**src/rtl/uvmt_cv32e40x_rvfi_evt_pkg.sv**
```systemverilog
// Shared types, defaults and helpers for the RVFI event tracker.
package uvmt_cv32e40x_rvfi_evt_pkg;

  typedef enum logic [1:0] {
    IDLE  = 2'd0,
    ARMED = 2'd1,
    HIT   = 2'd2
  } seq_state_e;

  localparam int DEF_NUM_EVT = 4;
  localparam int DEF_CNT_W   = 16;
  localparam int DEF_SEQ_A   = 0;
  localparam int DEF_SEQ_B   = 2;
  localparam int DEF_WINDOW  = 8;
  localparam int DEF_GAP_EVT = 1;
  localparam int DEF_GAP_W   = 12;

  // Increment that sticks at the all-ones value of a width-bit field.
  function automatic logic [31:0] sat_inc(input logic [31:0] value, input int unsigned width);
    logic [31:0] top;
    top = (width >= 32) ? 32'hFFFF_FFFF : ((32'd1 << width) - 32'd1);
    return (value >= top) ? top : value + 32'd1;
  endfunction

endpackage

```
**src/rtl/uvmt_cv32e40x_rvfi_sat_cnt.sv**
```systemverilog
// Saturating counter with synchronous clear; one per event channel plus one for sequences.
module uvmt_cv32e40x_rvfi_sat_cnt
  import uvmt_cv32e40x_rvfi_evt_pkg::*;
#(
  parameter int CNT_W = DEF_CNT_W
) (
  input  logic             clk_i,
  input  logic             rst_ni,
  input  logic             inc,
  input  logic             clr,
  output logic [CNT_W-1:0] cnt
);

  // Count qualified hits, hold at max, clear wins over increment.
  always_ff @(posedge clk_i or negedge rst_ni) begin
    if (!rst_ni)  cnt <= '0;
    else if (clr) cnt <= '0;
    else if (inc) cnt <= CNT_W'(sat_inc(32'(cnt), CNT_W));
  end

endmodule

```
**src/rtl/uvmt_cv32e40x_rvfi_evt_tracker.sv**
```systemverilog
// RVFI event tracker: per-event hit counters and sticky mask, an A-then-B
// sequence detector with a retirement window, and a max-gap tracker.
module uvmt_cv32e40x_rvfi_evt_tracker
  import uvmt_cv32e40x_rvfi_evt_pkg::*;
#(
  parameter int                 NUM_EVT   = DEF_NUM_EVT,
  parameter int                 CNT_W     = DEF_CNT_W,
  parameter logic [NUM_EVT-1:0] TRAP_CARE = NUM_EVT'(4'b1111),
  parameter logic [NUM_EVT-1:0] TRAP_POL  = NUM_EVT'(4'b1000),
  parameter int                 SEQ_A     = DEF_SEQ_A,
  parameter int                 SEQ_B     = DEF_SEQ_B,
  parameter int                 WINDOW    = DEF_WINDOW,
  parameter int                 GAP_EVT   = DEF_GAP_EVT,
  parameter int                 GAP_W     = DEF_GAP_W
) (
  input  logic                     clk_i,
  input  logic                     rst_ni,
  input  logic                     valid_i,
  input  logic                     trap_i,
  input  logic [NUM_EVT-1:0]       evt_i,
  input  logic                     clr_i,
  output logic [NUM_EVT*CNT_W-1:0] evt_cnt_o,
  output logic [NUM_EVT-1:0]       hit_mask_o,
  output logic                     all_hit_o,
  output logic                     seq_hit_o,
  output logic [CNT_W-1:0]         seq_cnt_o,
  output logic [GAP_W-1:0]         max_gap_o
);

  if (SEQ_A >= NUM_EVT || SEQ_B >= NUM_EVT || GAP_EVT >= NUM_EVT || SEQ_A == SEQ_B) begin : g_param_err
    $error("evt_tracker: SEQ_A/SEQ_B/GAP_EVT must be < NUM_EVT and SEQ_A != SEQ_B");
  end

  logic [NUM_EVT-1:0] q;
  seq_state_e         state;
  logic [7:0]         win_cnt;
  logic               seq_inc;
  logic               gap_armed;
  logic [GAP_W-1:0]   gap_cnt;

  // Per-channel trap qualification and hit counter.
  for (genvar k = 0; k < NUM_EVT; k++) begin : g_chan
    assign q[k] = valid_i & evt_i[k] & (~TRAP_CARE[k] | (trap_i == TRAP_POL[k]));

    uvmt_cv32e40x_rvfi_sat_cnt #(.CNT_W(CNT_W)) u_cnt (
      .clk_i  (clk_i),
      .rst_ni (rst_ni),
      .inc    (q[k]),
      .clr    (clr_i),
      .cnt    (evt_cnt_o[k*CNT_W +: CNT_W])
    );
  end

  // Sticky hit mask; all_hit trails the mask by one cycle.
  always_ff @(posedge clk_i or negedge rst_ni) begin
    if (!rst_ni) begin
      hit_mask_o <= '0;
      all_hit_o  <= 1'b0;
    end else if (clr_i) begin
      hit_mask_o <= '0;
      all_hit_o  <= 1'b0;
    end else begin
      hit_mask_o <= hit_mask_o | q;
      all_hit_o  <= &hit_mask_o;
    end
  end

  // Sequence completions are counted on the ARMED -> HIT transition.
  assign seq_inc = (state == ARMED) & q[SEQ_B];

  uvmt_cv32e40x_rvfi_sat_cnt #(.CNT_W(CNT_W)) u_seq_cnt (
    .clk_i  (clk_i),
    .rst_ni (rst_ni),
    .inc    (seq_inc),
    .clr    (clr_i),
    .cnt    (seq_cnt_o)
  );

  // A-then-B detector; the window only shrinks on retirements, B beats A re-arm.
  always_ff @(posedge clk_i or negedge rst_ni) begin
    if (!rst_ni) begin
      state     <= IDLE;
      win_cnt   <= '0;
      seq_hit_o <= 1'b0;
    end else if (clr_i) begin
      state     <= IDLE;
      win_cnt   <= '0;
      seq_hit_o <= 1'b0;
    end else begin
      seq_hit_o <= 1'b0;
      case (state)
        IDLE: begin
          if (q[SEQ_A]) begin
            state   <= ARMED;
            win_cnt <= 8'(WINDOW);
          end
        end
        ARMED: begin
          if (valid_i) begin
            if (q[SEQ_B]) begin
              state     <= HIT;
              seq_hit_o <= 1'b1;
              win_cnt   <= '0;
            end else if (q[SEQ_A]) begin
              win_cnt <= 8'(WINDOW);
            end else if (win_cnt <= 8'd1) begin
              state   <= IDLE;
              win_cnt <= '0;
            end else begin
              win_cnt <= win_cnt - 8'd1;
            end
          end
        end
        HIT: begin
          if (q[SEQ_A]) begin
            state   <= ARMED;
            win_cnt <= 8'(WINDOW);
          end else begin
            state <= IDLE;
          end
        end
        default: state <= IDLE;
      endcase
    end
  end

  // Retirements strictly between GAP_EVT occurrences; keep the largest.
  always_ff @(posedge clk_i or negedge rst_ni) begin
    if (!rst_ni) begin
      gap_armed <= 1'b0;
      gap_cnt   <= '0;
      max_gap_o <= '0;
    end else if (clr_i) begin
      gap_armed <= 1'b0;
      gap_cnt   <= '0;
      max_gap_o <= '0;
    end else if (q[GAP_EVT]) begin
      if (gap_armed && (gap_cnt > max_gap_o)) max_gap_o <= gap_cnt;
      gap_armed <= 1'b1;
      gap_cnt   <= '0;
    end else if (gap_armed && valid_i) begin
      gap_cnt <= GAP_W'(sat_inc(32'(gap_cnt), GAP_W));
    end
  end

endmodule
```
**config.mk**
```make
export PLATFORM = sky130hd
export DESIGN_NAME = uvmt_cv32e40x_rvfi_evt_tracker
export DESIGN_NICKNAME = d
export VERILOG_FILES = /design/src/rtl/uvmt_cv32e40x_rvfi_evt_pkg.sv /design/src/rtl/uvmt_cv32e40x_rvfi_sat_cnt.sv /design/src/rtl/uvmt_cv32e40x_rvfi_evt_tracker.sv
export SDC_FILE = /design/constraint.sdc
export NUM_CORES = 1
export LEC_CHECK = 0
export BUFFER_PORTS_ARGS = -buffer_cell sky130_fd_sc_hd__buf_2
export CAP_MARGIN = 0
export CELL_PAD_IN_SITES_DETAIL_PLACEMENT = 2
export CELL_PAD_IN_SITES_GLOBAL_PLACEMENT = 2
export CORE_AREA = 2 2 125 151
export DETAILED_ROUTE_END_ITERATION = 7
export DIE_AREA = 0 0 127 153
export HOLD_SLACK_MARGIN = 0.06
export MAX_ROUTING_LAYER = met4
export PLACE_DENSITY = 0.93
export SYNTH_ARGS = -nofsm -noshare
export SYNTH_HDL_FRONTEND = slang
export SYNTH_SLANG_ARGS = --single-unit
```
**constraint.sdc**
```tcl
create_clock -name clk_i -period 5 [get_ports clk_i]
set_input_delay 0.75 -clock clk_i [delete_from_list [all_inputs] [get_ports clk_i]]
set_output_delay 0.75 -clock clk_i [all_outputs]
set_load 0.1 [all_outputs]
```
# After elaboration in Yosys (flattened, before gate mapping)
# Index checks and enable logic that the tools add are counted.
dict set report totals {
  elab_cells 107
  reg_bits 121
  out_inout_bits 98
  in_bits 9
}
dict set report classes {
  n_lt_le_gt_ge 8
  n_reduce_logical 16
  muxes 45
  add_sub_neg 7
  eq_ne 7
  n_bitwise 11
}
# cell count
set ops {}
lappend ops {{$mux W16} 15}
lappend ops {{$mux W12} 7}
lappend ops {{$add A16 B1 Y16 const B} 5}
lappend ops {{$ge A16 B16 Y1 const B} 5}
lappend ops {{$mux W8} 6}
lappend ops {{$pmux W8 S2} 1}
lappend ops {{$add A12 B1 Y12 const B} 1}
lappend ops {{$ge A12 B12 Y1 const B} 1}
lappend ops {{$gt A12 B12 Y1} 1}
lappend ops {{$mux W2} 6}
lappend ops {{$reduce_bool A2 Y1} 6}
lappend ops {{$and A1 B1 Y1} 9}
lappend ops {{$le A8 B1 Y1 const B} 1}
lappend ops {{$mux W1} 8}
lappend ops {{$reduce_and A4 Y1} 2}
lappend ops {{$sub A8 B1 Y8 const B} 1}
lappend ops {{$pmux W2 S3} 1}
lappend ops {{$reduce_bool A3 Y1} 2}
lappend ops {{$mux W4} 1}
lappend ops {{$ne A4 B2 Y1 const B} 1}
lappend ops {{$ne A4 B3 Y1 const B} 1}
lappend ops {{$or A4 B4 Y4} 1}
lappend ops {{$ne A3 B1 Y1 const B} 1}
lappend ops {{$ne A3 B2 Y1 const B} 1}
lappend ops {{other kinds (9)} 10}

# Longest topological paths before layout
dict set report depth {
  depth_word 7
  mapped_depth 8
  ltp_nobuf 7
}

# Modules after synthesis
# A second synthesis with hierarchy kept.
dict set report hier_totals {
  hier_cells 785
  area_unflattened_um2 7028.0
}
# mod area_per_inst_um2 instances cells_per_inst seq_area_each_um2
set modules_own_cells {}
lappend modules_own_cells {uvmt_cv32e40x_rvfi_sat_cnt 903.4 5 100 400.4}
lappend modules_own_cells {uvmt_cv32e40x_rvfi_evt_tracker 2511.2 1 285 1026.0}

# Worst setup path after synthesis
# Ideal clock, no wire load.
dict set report synth_timing {
  kind {register to register}
  startpoint {reg g_chan[2].u_cnt.cnt[0]}
  endpoint {reg g_chan[2].u_cnt.cnt[3]}
  slack_ns 2.312
  arrival_time_ns 2.588
  setup_time_ns 0.099
  synth_period_minus_slack_ns 2.688
  path_stages_with_launch 8
  required_time_ns 4.901
  n_path_buf 1
  path_cell_list {dfrtp_1 > ha_1 > nand4_2 > or4_1 > buf_2 > a21oi_1 > nor2_1 > a311oi_1}
}
dict set report synth_via {
  elab_chain_len 4
  word_cells_on_any_way 5
  classes_between {add/sub (1); order compare (1); mux (3)}
}
# item line_no
set synth_rtl {}
lappend synth_rtl {{start: declaration} uvmt_cv32e40x_rvfi_sat_cnt.sv:11} ;# output logic [CNT_W-1:0] cnt
lappend synth_rtl {{start signal: assignment} uvmt_cv32e40x_rvfi_sat_cnt.sv:18} ;# else if (inc) cnt <= CNT_W'(sat_inc(32'(cnt), CNT_W));
lappend synth_rtl {{$add A16 B1 Y16 / $ge A16 B16 Y1 (equally long branches)} uvmt_cv32e40x_rvfi_evt_pkg.sv:22} ;# return (value >= top) ? top : value + 32'd1;
lappend synth_rtl {{$mux W16 *} uvmt_cv32e40x_rvfi_evt_pkg.sv:22}
lappend synth_rtl {{$mux W16 *} uvmt_cv32e40x_rvfi_sat_cnt.sv:18}
lappend synth_rtl {{$mux W16 *} uvmt_cv32e40x_rvfi_sat_cnt.sv:17} ;# else if (clr) cnt <= '0;
# Every way passes the cells marked *; elsewhere a longest branch is shown, timed or not. The select of a mux whose other input is x is not followed.
# A chain may end at the register's enable or synchronous reset.

# Worst setup path in the final report
dict set report layout_timing {
  startpoint {in clr_i}
  endpoint {reg win_cnt[7]}
}
dict set report layout_via {
  elab_chain_len 2
  word_cells_on_any_way 5
  classes_between {eq/ne (2); mux (1); reduce/logical (2)}
}
# item line_no
set layout_rtl {}
lappend layout_rtl {{start: declaration} uvmt_cv32e40x_rvfi_evt_tracker.sv:21} ;# input logic clr_i,
lappend layout_rtl {{$ne A3 B1 Y1 (no line) (tied with other cells)} --}
lappend layout_rtl {{$reduce_and A3 Y1 (no line)} --}
lappend layout_rtl {{end signal: assignment} uvmt_cv32e40x_rvfi_evt_tracker.sv:95} ;# win_cnt <= 8'(WINDOW);
lappend layout_rtl {{end signal: assignment} uvmt_cv32e40x_rvfi_evt_tracker.sv:105} ;# win_cnt <= 8'(WINDOW);
lappend layout_rtl {{end signal: assignment} uvmt_cv32e40x_rvfi_evt_tracker.sv:110} ;# win_cnt <= win_cnt - 8'd1;
lappend layout_rtl {{end: declaration} uvmt_cv32e40x_rvfi_evt_tracker.sv:36} ;# logic [7:0] win_cnt;
# Parallel ways exist; a longest one is shown, timed or not.

==> results.yml <==
setup_path:
  r2r_end: "u_seq_cnt.cnt[0]"
  r2r-start: "u_seq_cnt.cnt[0]"
  max_stage_delay_ns: 0.70
  reg2reg_depth: 6
  cp-start-kind: "primary input"
  worstSetupEndpointType: "flip-flop"
  crit_path_cell_trace: "buf_2 > buf_4 > a21oi_1 > or3_1 > o41ai_1"
  cp_slowest_cell: "buf_4"
  reg2reg_slack_ns: 2.37
  arrival_ns: 3.13
  crit_start: "clr_i"
  crit_type: "primary input to flip-flop"
  cp_max_fo: 83
  required_ns: 5.28
grt:
  grt_pass1_vias: 7569
  overflow: 0
  grt_usage_pct: 29.41
  antenna_found_initial: 3
  grt_max_degree: 84
  grt_pass1_wl_um: 44090
floorplan:
  die_x_um: 127
  start_util_pct: 37.22
  fp.dieH_um: 153
  top_level_ports: 107
  die_area_mm2: 0.01943
  core_mm2: 0.01797
  fp-row-count: 54
sta:
  max_clock_freq_mhz: 350.9
  fin_skew_ns: 0.01441
  finalCritPeriodShare_pct: 57.00
  final-setup-viol-count: 0
  slew_headroom_pct: 32.93
  min_period_ns: 2.850
  hold_viol_final: 0
  rsz0062_at_grt: "no"
  drv_slew: 0
  fin_setup_tns_ns: 0
  tightest_slew_ns: 0.9904
detailed_routing:
  num_vias: 7024
  viasPerCell: 6.534
  drtAntennaViolNets: 0
  drc: 0
  wl_um: 27720
  dr.pass1.iters: 5
  wl_per_cell_um: 25.79
  drt_iter0_markers: 414
finish:
  area_growth_pct: 19.70
  final_layout_size_suffix_gt1_share_pct: 17.81
  final_common_cell: "dfrtp_1"
  final_cell_mix: "dfrtp_1, buf_2, nor2_1"
  final_cells: 1075
  layout.nets: 864
  utilization_pct: 44.55
clock_network:
  cts_tree: "done"
  cts.clk_slew.worst_paths_ns: 0.07
  post_cts_buffers: 0
  cts-htree-levels: 4
  clk_latency_ns: 0.44
  cts_made_buffers: 17
  ctsLongestPathBuffers: 2
  clock-sinks: 121
  clockRootBuffer: "clkbuf_16"
  cts_resized: 0
  cts_hold_buf: 0
logic_synthesis:
  syn_area_mm2: 0.006689
  yosysWarnings: 0
  yosys-top-cells-area: "dfrtp_1, nor2_1, ha_1"
  synth_enable_flop_cells: 0
  synth_ff_type: "dfrtp_1"
  avgSynthCellArea_um2: 9.027
  synthCells: 741
  netlist-cell-type-count: 53
  ys_seq_elements: 121
  synthArstFlopShare_pct: 100.0
  seq_area_frac_synth_pct: 45.27
  yosys.area.top_type: "dfrtp_1"
  yosysTopAreaCellShare_pct: 45.27
  syn_nets: 770
run:
  maxCapViolCount: 0
power_and_ir_drop:
  p_leak_nw: 3.609
  ir_drop_uv: 257.3
  p_per_area_mw_per_mm2: 305.0
outcome:
  run_status: "finished, final reports clean"
place:
  portBuffers: 106
  globalplace.congestion: 0.8359
  dp_hpwl_um: 16260
  placed_cells: 1040
min_path:
  hold_path.class: "primary input to asynchronous set/reset pin"
[power breakdown]
| group | internal, W | switching, W | leakage (nW) |
|---|---|---|---|
| Clock | 0.000791 | 0.000494 | 0.281 |
| Sequential | 0.000987 | 0.0000156 | 1.68 |
| Combinational | 0.0000255 | 0.000129 | 1.65 |
[registers in the layout, summed over array words and instances, names as in the netlist]
register and flops:
gap_armed 1, win_cnt 8, gap_cnt 12, hit_mask_o 4, state 2, seq_hit_o 1, max_gap_o 12, g_chan.u_cnt.cnt 64
all_hit_o 1, u_seq_cnt.cnt 16
[cell type report]
class	instances	area (um^2)
sequential	121	3028
clock buffer	19	442.9
inverter	30	112.6
timing repair buffer	113	585.6
tap	224	280.3
clock inverter	13	152.6
antenna	3	7.507
fill	1944	9966
multi-input combinational	552	3397
[through the flow]
stage	worst slack, ns	hold slack, ns	cell area, um^2	power [W]
4_1_cts	2.240	0.3856	7999	0.002459
3_5_place_dp	1.912	0.5081	7403	0.001165
5_1_grt	2.067	0.4083	8006	0.002514
2_1_floorplan	2.312	0.4472	6689	0.001105
6_report	2.150	0.3591	8006	0.002442
3_3_place_gp	2.086	0.4665	7403	0.001160
[cells in the mapped netlist, types with 5 or more instances]
master	n
nand2_1	39
a31oi_1	16
and3_1	32
nand4_1	29
a21oi_1	43
o211a_1	5
and3b_1	6
buf_2	7
clkbuf_1	31
nor2_1	81
a211oi_1	23
o21ai_0	37
nor2b_1	6
nor3_1	41
ha_1	20
o2111ai_1	12
o21ai_1	6
nor4_1	7
inv_1	30
o311ai_0	12
a311oi_1	22
and4_1	10
a41oi_1	8
nand3_1	38
dfrtp_1	121
[how the worst max path moves through the flow]
stage                                        end  slack, ns
after floorplan           g_chan[2].u_cnt.cnt[3]       2.31
after global placement                win_cnt[4]       2.09
after detailed placement              win_cnt[7]       1.91
after CTS                             win_cnt[7]       2.24
after global routing                  win_cnt[7]       2.07
final                                 win_cnt[7]       2.15
[critical path, delay by kind of cell]
family          cells  cell delay, ns
buf+inv             2            0.79
simple gates        1            0.62
compound gates      2            0.88
[layer usage]
layer	global-route usage, %	part of all wire (%)	vias to the layer above
li1	-	-	3036
met1	35.55	41	3681
met2	48.67	52	247
met3	4.795	4.3	60
met4	12.51	2.8	0
met5	-	0	-
[cells by family after synthesis]
group / share of synthesized area, %
and+or+nand+nor: 25.36
AOI/OAI and AO/OA: 21.23
DFF: 45.27
buffers and inverters: 3.947
adders and majority gates: 3.741
muxes: 0.4490
No activity file was read; power rests on OpenSTA's default activity.
